### src/rtl/adc_cal_pkg.sv
// ---------------------------------------------------------------------------
// adc_cal_pkg
// Shared definitions for the ADC foreground offset calibration block:
//   CODE_W      width of the raw ADC code and of the offset word
//   TARGET      ideal code for a shorted (mid-scale) input
//   cal_state_t calibration FSM states
//   clip_t      result of the signed clip (saturation flag + offset word)
//   clip_signed clip a CODE_W+1 bit signed difference into CODE_W bits
// ---------------------------------------------------------------------------
package adc_cal_pkg;

  localparam int CODE_W = 10;
  localparam int TARGET = 512;

  typedef enum logic [1:0] {
    IDLE    = 2'd0,
    SETTLE  = 2'd1,
    ACCUM   = 2'd2,
    COMPUTE = 2'd3
  } cal_state_t;

  typedef struct packed {
    logic              sat;
    logic [CODE_W-1:0] value;
  } clip_t;

  // Saturate into [-2^(CODE_W-1), 2^(CODE_W-1)-1]; sat flags that clipping occurred.
  function automatic clip_t clip_signed(input logic signed [CODE_W:0] diff);
    clip_t res;
    res = '0;
    if (diff > $signed({2'b00, {(CODE_W-1){1'b1}}})) begin
      res.sat   = 1'b1;
      res.value = {1'b0, {(CODE_W-1){1'b1}}};
    end else if (diff < $signed({2'b11, {(CODE_W-1){1'b0}}})) begin
      res.sat   = 1'b1;
      res.value = {1'b1, {(CODE_W-1){1'b0}}};
    end else begin
      res.value = diff[CODE_W-1:0];
    end
    return res;
  endfunction

endpackage

### src/rtl/offset_cal_estimator_if.sv
// ---------------------------------------------------------------------------
// offset_cal_estimator_if
// Control/data bundle of the offset calibration block.
//   cal_start, cal_abort   calibration request / abandon (to estimator)
//   code_in, code_valid    raw SAR code and its qualifier (to estimator)
//   cal_mode, cal_busy     input-short switch control / activity status
//   offset, offset_vld     offset word for conditional_offset and its validity
//   cal_done, cal_sat      update pulse / last result was clipped
// master: the driving side (SAR/controller); slave: the estimator.
// ---------------------------------------------------------------------------
interface offset_cal_estimator_if;
  import adc_cal_pkg::*;

  logic              cal_start;
  logic              cal_abort;
  logic [CODE_W-1:0] code_in;
  logic              code_valid;
  logic              cal_mode;
  logic              cal_busy;
  logic [CODE_W-1:0] offset;
  logic              offset_vld;
  logic              cal_done;
  logic              cal_sat;

  modport master (
    output cal_start, cal_abort, code_in, code_valid,
    input  cal_mode, cal_busy, offset, offset_vld, cal_done, cal_sat
  );

  modport slave (
    input  cal_start, cal_abort, code_in, code_valid,
    output cal_mode, cal_busy, offset, offset_vld, cal_done, cal_sat
  );

endinterface

### src/rtl/cal_accumulator.sv
// ---------------------------------------------------------------------------
// cal_accumulator
// Sums 2^LOG2_N unsigned codes and counts them.
//   clk, rst_n   clock / synchronous active-low reset
//   clear        zero the sum and the sample count
//   add          accept code into the sum this cycle
//   code         raw unsigned ADC code
//   sum          running sum, wide enough that it never wraps
//   last_sample  high when the sample being added is the 2^LOG2_N-th
// ---------------------------------------------------------------------------
module cal_accumulator
  import adc_cal_pkg::*;
#(
  parameter int LOG2_N = 4
) (
  input  logic                     clk,
  input  logic                     rst_n,
  input  logic                     clear,
  input  logic                     add,
  input  logic [CODE_W-1:0]        code,
  output logic [CODE_W+LOG2_N-1:0] sum,
  output logic                     last_sample
);

  logic [LOG2_N-1:0] count;

  always_ff @(posedge clk) begin
    if (!rst_n || clear) begin
      sum   <= '0;
      count <= '0;
    end else if (add) begin
      sum   <= sum + {{LOG2_N{1'b0}}, code};
      count <= count + 1'b1;
    end
  end

  assign last_sample = add && (count == {LOG2_N{1'b1}});

endmodule

### src/rtl/offset_cal_estimator.sv
// ---------------------------------------------------------------------------
// offset_cal_estimator
// Foreground offset calibration: with the ADC input shorted to mid-scale,
// discards SETTLE_N valid codes, averages 2^LOG2_N codes and produces the
// signed offset word (corrected = raw + offset). The last good offset is held
// between calibrations.
//   clk, rst_n   clock / synchronous active-low reset
//   bus (slave)  cal_start, cal_abort, code_in, code_valid in;
//                cal_mode, cal_busy, offset, offset_vld, cal_done, cal_sat out
// ---------------------------------------------------------------------------
module offset_cal_estimator
  import adc_cal_pkg::*;
#(
  parameter int LOG2_N   = 4,
  parameter int SETTLE_N = 4
) (
  input  logic                   clk,
  input  logic                   rst_n,
  offset_cal_estimator_if.slave  bus
);

  localparam int          SUM_W       = CODE_W + LOG2_N;
  localparam logic [15:0] SETTLE_LAST = 16'((SETTLE_N > 0) ? (SETTLE_N - 1) : 0);

  cal_state_t         state;
  cal_state_t         next_state;
  logic               start_accept;
  logic               acc_add;
  logic               do_update;
  logic               last_sample;
  logic [SUM_W-1:0]   sum;
  logic [15:0]        settle_cnt;
  logic               settle_done;
  logic [SUM_W:0]     rounded;
  logic [CODE_W-1:0]  mean;
  logic signed [CODE_W:0] diff;
  clip_t              clip_res;
  logic               unused_round_bits;

  cal_accumulator #(.LOG2_N(LOG2_N)) u_acc (
    .clk         (clk),
    .rst_n       (rst_n),
    .clear       (start_accept),
    .add         (acc_add),
    .code        (bus.code_in),
    .sum         (sum),
    .last_sample (last_sample)
  );

  // Round half up, then divide by 2^LOG2_N; the mean never exceeds the code range.
  assign rounded           = {1'b0, sum} + (SUM_W + 1)'(1 << (LOG2_N - 1));
  assign mean              = rounded[LOG2_N +: CODE_W];
  assign unused_round_bits = ^{rounded[LOG2_N-1:0], rounded[SUM_W]};
  assign diff              = $signed((CODE_W + 1)'(TARGET)) - $signed({1'b0, mean});
  assign clip_res          = clip_signed(diff);

  always_ff @(posedge clk) begin
    if (!rst_n) begin
      state <= IDLE;
    end else begin
      state <= next_state;
    end
  end

  // Settle counter restarts with every accepted start and only counts valids.
  always_ff @(posedge clk) begin
    if (!rst_n || start_accept) begin
      settle_cnt <= '0;
    end else if (state == SETTLE && bus.code_valid) begin
      settle_cnt <= settle_cnt + 16'd1;
    end
  end

  assign settle_done = (settle_cnt == SETTLE_LAST);

  // Abort outranks both the final ACCUM sample and the COMPUTE update.
  always_comb begin
    next_state   = state;
    start_accept = 1'b0;
    acc_add      = 1'b0;
    do_update    = 1'b0;
    bus.cal_mode = 1'b0;
    bus.cal_busy = (state != IDLE);
    case (state)
      IDLE: begin
        if (bus.cal_start) begin
          start_accept = 1'b1;
          next_state   = (SETTLE_N == 0) ? ACCUM : SETTLE;
        end
      end
      SETTLE: begin
        bus.cal_mode = 1'b1;
        if (bus.cal_abort) begin
          next_state = IDLE;
        end else if (bus.code_valid && settle_done) begin
          next_state = ACCUM;
        end
      end
      ACCUM: begin
        bus.cal_mode = 1'b1;
        acc_add      = bus.code_valid && !bus.cal_abort;
        if (bus.cal_abort) begin
          next_state = IDLE;
        end else if (last_sample) begin
          next_state = COMPUTE;
        end
      end
      COMPUTE: begin
        do_update  = !bus.cal_abort;
        next_state = IDLE;
      end
      default: next_state = IDLE;
    endcase
  end

  always_ff @(posedge clk) begin
    if (!rst_n) begin
      bus.offset     <= '0;
      bus.offset_vld <= 1'b0;
      bus.cal_sat    <= 1'b0;
      bus.cal_done   <= 1'b0;
    end else begin
      bus.cal_done <= do_update;
      if (do_update) begin
        bus.offset     <= clip_res.value;
        bus.cal_sat    <= clip_res.sat;
        bus.offset_vld <= 1'b1;
      end
    end
  end

endmodule

### src/flat_wrapper.sv
// flat-port wrapper written by rule: the top's interface ports become plain ports
module offset_cal_estimator_flat import adc_cal_pkg::*;
#(
  parameter int LOG2_N   = 4,
  parameter int SETTLE_N = 4
)
  (clk, rst_n, bus_cal_start, bus_cal_abort, bus_code_in, bus_code_valid, bus_cal_mode, bus_cal_busy, bus_offset, bus_offset_vld, bus_cal_done, bus_cal_sat);
  offset_cal_estimator_if bus_i ();
  input  logic clk;
  input  logic rst_n;
  input wire logic [$bits(bus_i.cal_start)-1:0] bus_cal_start;
  input wire logic [$bits(bus_i.cal_abort)-1:0] bus_cal_abort;
  input wire logic [$bits(bus_i.code_in)-1:0] bus_code_in;
  input wire logic [$bits(bus_i.code_valid)-1:0] bus_code_valid;
  output wire logic [$bits(bus_i.cal_mode)-1:0] bus_cal_mode;
  output wire logic [$bits(bus_i.cal_busy)-1:0] bus_cal_busy;
  output wire logic [$bits(bus_i.offset)-1:0] bus_offset;
  output wire logic [$bits(bus_i.offset_vld)-1:0] bus_offset_vld;
  output wire logic [$bits(bus_i.cal_done)-1:0] bus_cal_done;
  output wire logic [$bits(bus_i.cal_sat)-1:0] bus_cal_sat;
  assign bus_i.cal_start = bus_cal_start;
  assign bus_i.cal_abort = bus_cal_abort;
  assign bus_i.code_in = bus_code_in;
  assign bus_i.code_valid = bus_code_valid;
  assign bus_cal_mode = bus_i.cal_mode;
  assign bus_cal_busy = bus_i.cal_busy;
  assign bus_offset = bus_i.offset;
  assign bus_offset_vld = bus_i.offset_vld;
  assign bus_cal_done = bus_i.cal_done;
  assign bus_cal_sat = bus_i.cal_sat;
  offset_cal_estimator #(.LOG2_N(LOG2_N), .SETTLE_N(SETTLE_N)) u_core (.clk(clk), .rst_n(rst_n), .bus(bus_i));
endmodule
### config.mk
export PLATFORM = sky130hd
export DESIGN_NAME = offset_cal_estimator_flat
export DESIGN_NICKNAME = d
export VERILOG_FILES = /design/src/rtl/adc_cal_pkg.sv /design/src/rtl/offset_cal_estimator_if.sv /design/src/rtl/cal_accumulator.sv /design/src/rtl/offset_cal_estimator.sv /design/src/flat_wrapper.sv
export SDC_FILE = /design/constraint.sdc
export NUM_CORES = 1
export LEC_CHECK = 0
export CAP_MARGIN = 0
export CORE_MARGIN = 1.5
export CORE_UTILIZATION = 59
export CTS_BUF_LIST = sky130_fd_sc_hd__clkbuf_4
export DETAILED_ROUTE_END_ITERATION = 7
export GPL_ROUTABILITY_DRIVEN = 1
export PLACE_DENSITY = 0.82
export SYNTH_ARGS = -nofsm -noshare
export SYNTH_HDL_FRONTEND = slang
export SYNTH_SLANG_ARGS = --single-unit
### constraint.sdc
create_clock -name clk -period 2.9 [get_ports clk]
set_input_delay 0.725 -clock clk [delete_from_list [all_inputs] [get_ports clk]]
set_output_delay 0.725 -clock clk [all_outputs]
set_load 0.05 [all_outputs]
==> results by group <==
Run status
  • Status: complete, no violations

Global route
  • Largest net degree at the start of global routing: 35
  • Vias in the first global route: approximately 2.5k
  • First-pass GRT wire length: between 10000 and 15000 um
  • Initial antenna violation count: 0
  • GRT Total Usage: 24.6%
  • GR Overflow Total: 0

Synthesis
  • Syn. warnings: 0
  • Post-Synth XOR/XNOR Area: roughly an eighth
  • Syn Inst Count: 376
  • Synth Register Bits: 49
  • Post-Syn Area per Cell: 8.19 um2
  • Seq/Total Area, Yosys: a little under a third
  • Cell variety after synth: 59
  • Syn Nets: roughly 400
  • Top_reg_cell synth: dfxtp_1
  • Async set-reset flop share out of synthesis: 0%
  • Post-synthesis compound-gate area fraction: approximately 16%
  • Post-synth EDFFs: 0
  • Main combinational cell family by area after synthesis: simple AND/OR/NAND/NOR gates
  • Simple-gate portion of the synthesized area: roughly a quarter
  • Mux cell area share after synthesis: less than 1%
  • Mapped Area: 3080 um2
  • Adder-cell share of the synthesized area: 8.77%

Timing
  • Max_slew headroom: 56.4%
  • # setup viols final: 0
  • Post-layout min period: 2.80 ns
  • Hold slack final: ~0.48 ns
  • Crit share post-route: 96.4%
  • Fmax: roughly 360 MHz
  • Final slew viol count: 0
  • Worst Tran Pin Value: about 0.65 ns
  • Setup Skew: 0.00522 ns
  • Final Hold Viols: 0

Setup path
  • Crit path kind: register to output pin
  • Reg2reg end: u_core.bus.offset[1]$_SDFFE_PN0P_
  • Crit. End Element: output pin
  • Crit path launch type: register
  • Worst R2R Path Depth: 11
  • Flop2flop setup slack: 0.33 ns
  • Arrival @ worst endpoint: ~2.1 ns
  • Crit Path Max Fanout: 4
  • R2R Path Start: u_core.u_acc.sum[3]$_SDFFE_PP0P_
  • CP required: about 2.2 ns

Job
  • Max capacitance violation total: 0

Min path
  • Worst Hold Endpoint: u_core.u_acc.sum[0]$_SDFFE_PP0P_
  • Worst min-delay path class: register to register
  • Hold path depth: 2
  • Hold_sp: u_core.u_acc.sum[0]$_SDFFE_PP0P_

Clocking
  • CTS buffer count: 5
  • Worst-Skew Late Latency: roughly 0.38 ns
  • Htree depth: 2
  • CTS Root Cell: clkbuf_4
  • CTS tree: done
  • Clock tree buffer depth: 2
  • CTS clk-pin slew, worst paths: 0.13 ns
  • Clock tree sinks: 49
  • CTS Hold Bufs: 0

Floorplanning
  • Die Width: 75.3 um
  • Core area: 5070 um2
  • Die height: between 70 and 80 um
  • Die area: about 5700 um2
  • I/O pin count: 30
  • FP Rows: 26
  • Initial cell density of the core: between 60% and 70%

Finish
  • Number of diodes: 0
  • Final Instance Area: 3530 um2
  • Final net count: around 450
  • Share of cells above drive strength 1: around 8.8%
  • Most frequent cells in the layout: 49 x dfxtp_1, 48 x nand2_1, 42 x nor2_1
  • Area grow syn2layout: 14.7%
  • Commonest non-fill, non-tap cell in the layout: dfxtp_1

Routing
  • DR WL/cell: between 10 and 15 um
  • ANT nets after route: 0
  • DR DRC count: 0
  • DR vias/cell: about 5.6
  • WL final: 6290 um
  • Initial DRC Count: ~150
  • Routed via count: 2696
  • Pre-antenna DRT Iters: 4

Placed design
  • Dpl cell area: roughly 3500 um2
  • Gp weighted congestion: approximately 0.8
  • Detailed Place HPWL: 4670 um
  • Port buffer count: 29

Power and ir drop
  • Power Total: approximately 1.1 mW
  • P_leak: approximately 1.4 nW
  • PwrDens: between 300 and 400 nW/um2
  • Peak VDD IR: between 300 and 400 uV
[metrics by stage]
stage	util (%)	std cells	worst slack, ns	setup TNS, ns
final	69.6	480	0.105	0
after global routing	69.6	480	-0.0404	-0.0623
after CTS	69.4	479	0.0209	0
after detailed placement	68.4	471	-0.429	-1.62
after global placement	68.4	471	-0.320	-1.14
after floorplan	-	376	0.196	0
[kinds of logic after synthesis]
logic type,count (synthesis)
simple gates,165
compound gates,68
flops,49
xor+xnor,43
buf+inv,28
fa+ha+maj,21
mux,2
[worst max-delay path, stage by stage (launching register included)]
cell and delay, ns:
dfxtp_1 0.43, inv_1 0.10, ha_1 0.22, inv_1 0.10
clkdlybuf4s50_1 0.83
[layer usage]
| metal | global-route usage, % | vias to the layer above | part of all wire (%) |
|---|---|---|---|
| met5 | 0 | - | 0 |
| met4 | 10.5 | 0 | 1.9 |
| met3 | 4.55 | 14 | 4.0 |
| met2 | 44.2 | 55 | 51 |
| met1 | 28.7 | 1246 | 44 |
| li1 | - | 1381 | - |
[state kept, by name, summed over array words and instances (netlist names)]
signal                 flops
u_core.bus.offset_vld      1
u_core.bus.cal_sat         1
u_core.u_acc.sum          14
u_core.bus.cal_done        1
u_core.bus.offset         10
u_core.state               2
u_core.u_acc.count         4
u_core.settle_cnt         16
[worst max path at each step]
stage / startpoint / end / slack (ns) / cells after the start
after floorplan: bus_code_in[0] / u_core.u_acc.sum[12]$_SDFFE_PP0P_ / 0.20 / 11
after global placement: bus_code_in[0] / u_core.u_acc.sum[12]$_SDFFE_PP0P_ / -0.32 / 12
after detailed placement: bus_code_in[0] / u_core.u_acc.sum[12]$_SDFFE_PP0P_ / -0.43 / 12
after CTS: bus_code_in[0] / u_core.u_acc.sum[12]$_SDFFE_PP0P_ / 0.02 / 12
after global routing: bus_code_in[0] / u_core.u_acc.sum[12]$_SDFFE_PP0P_ / -0.04 / 12
final: u_core.state[0]$_SDFFE_PN0P_ / bus_cal_busy / 0.10 / 4
[final cells by class]
| type | instances | area, um2 |
|---|---|---|
| Multi-Input combinational cell | 299 | 1980 |
| Fill cell | 434 | 1540 |
| Sequential cell | 49 | 981 |
| Timing Repair Buffer | 42 | 388 |
| Tap cell | 70 | 87.6 |
| Inverter | 12 | 45.0 |
| Clock buffer | 5 | 37.5 |
| Clock inverter | 3 | 12.5 |
[synth_stat cells (3+ instances only)]
library cell / number / share of area (%)
xnor2_1: 21 / 6.0
a21o_1: 4 / 0.97
ha_1: 20 / 8.1
nor3_1: 11 / 1.8
inv_1: 12 / 1.5
nand3_1: 13 / 2.1
and4_1: 3 / 0.85
a31oi_1: 3 / 0.61
dfxtp_1: 49 / 32
nand4_1: 9 / 1.8
nor2_1: 42 / 5.1
nand2_1: 48 / 5.8
and2_1: 7 / 1.4
nor4_1: 4 / 0.81
a21oi_1: 22 / 3.6
clkbuf_1: 10 / 1.2
nor2b_1: 7 / 1.4
xor2_1: 22 / 6.3
o21ai_0: 7 / 1.1
and3_1: 6 / 1.2
a211oi_1: 3 / 0.73
a22oi_1: 6 / 1.5
[what timing repair did]
| action | 4_1_cts | 5_1_grt |
|---|---|---|
| gates resized for setup | 1 | 5 |
| buffers inserted | 0 | 1 |
| setup endpoints to repair | 1 | 6 |
| pin swaps | 0 | 2 |
[power breakdown]
group          internal (mW)  total [mW]  switching (mW)  leakage (nW)
sequential             0.679       0.686         0.00634         0.395
combinational         0.0606       0.148          0.0874         0.978
clock                 0.0880       0.306           0.218        0.0300
Note: power is estimated with default switching activity, not from simulation.
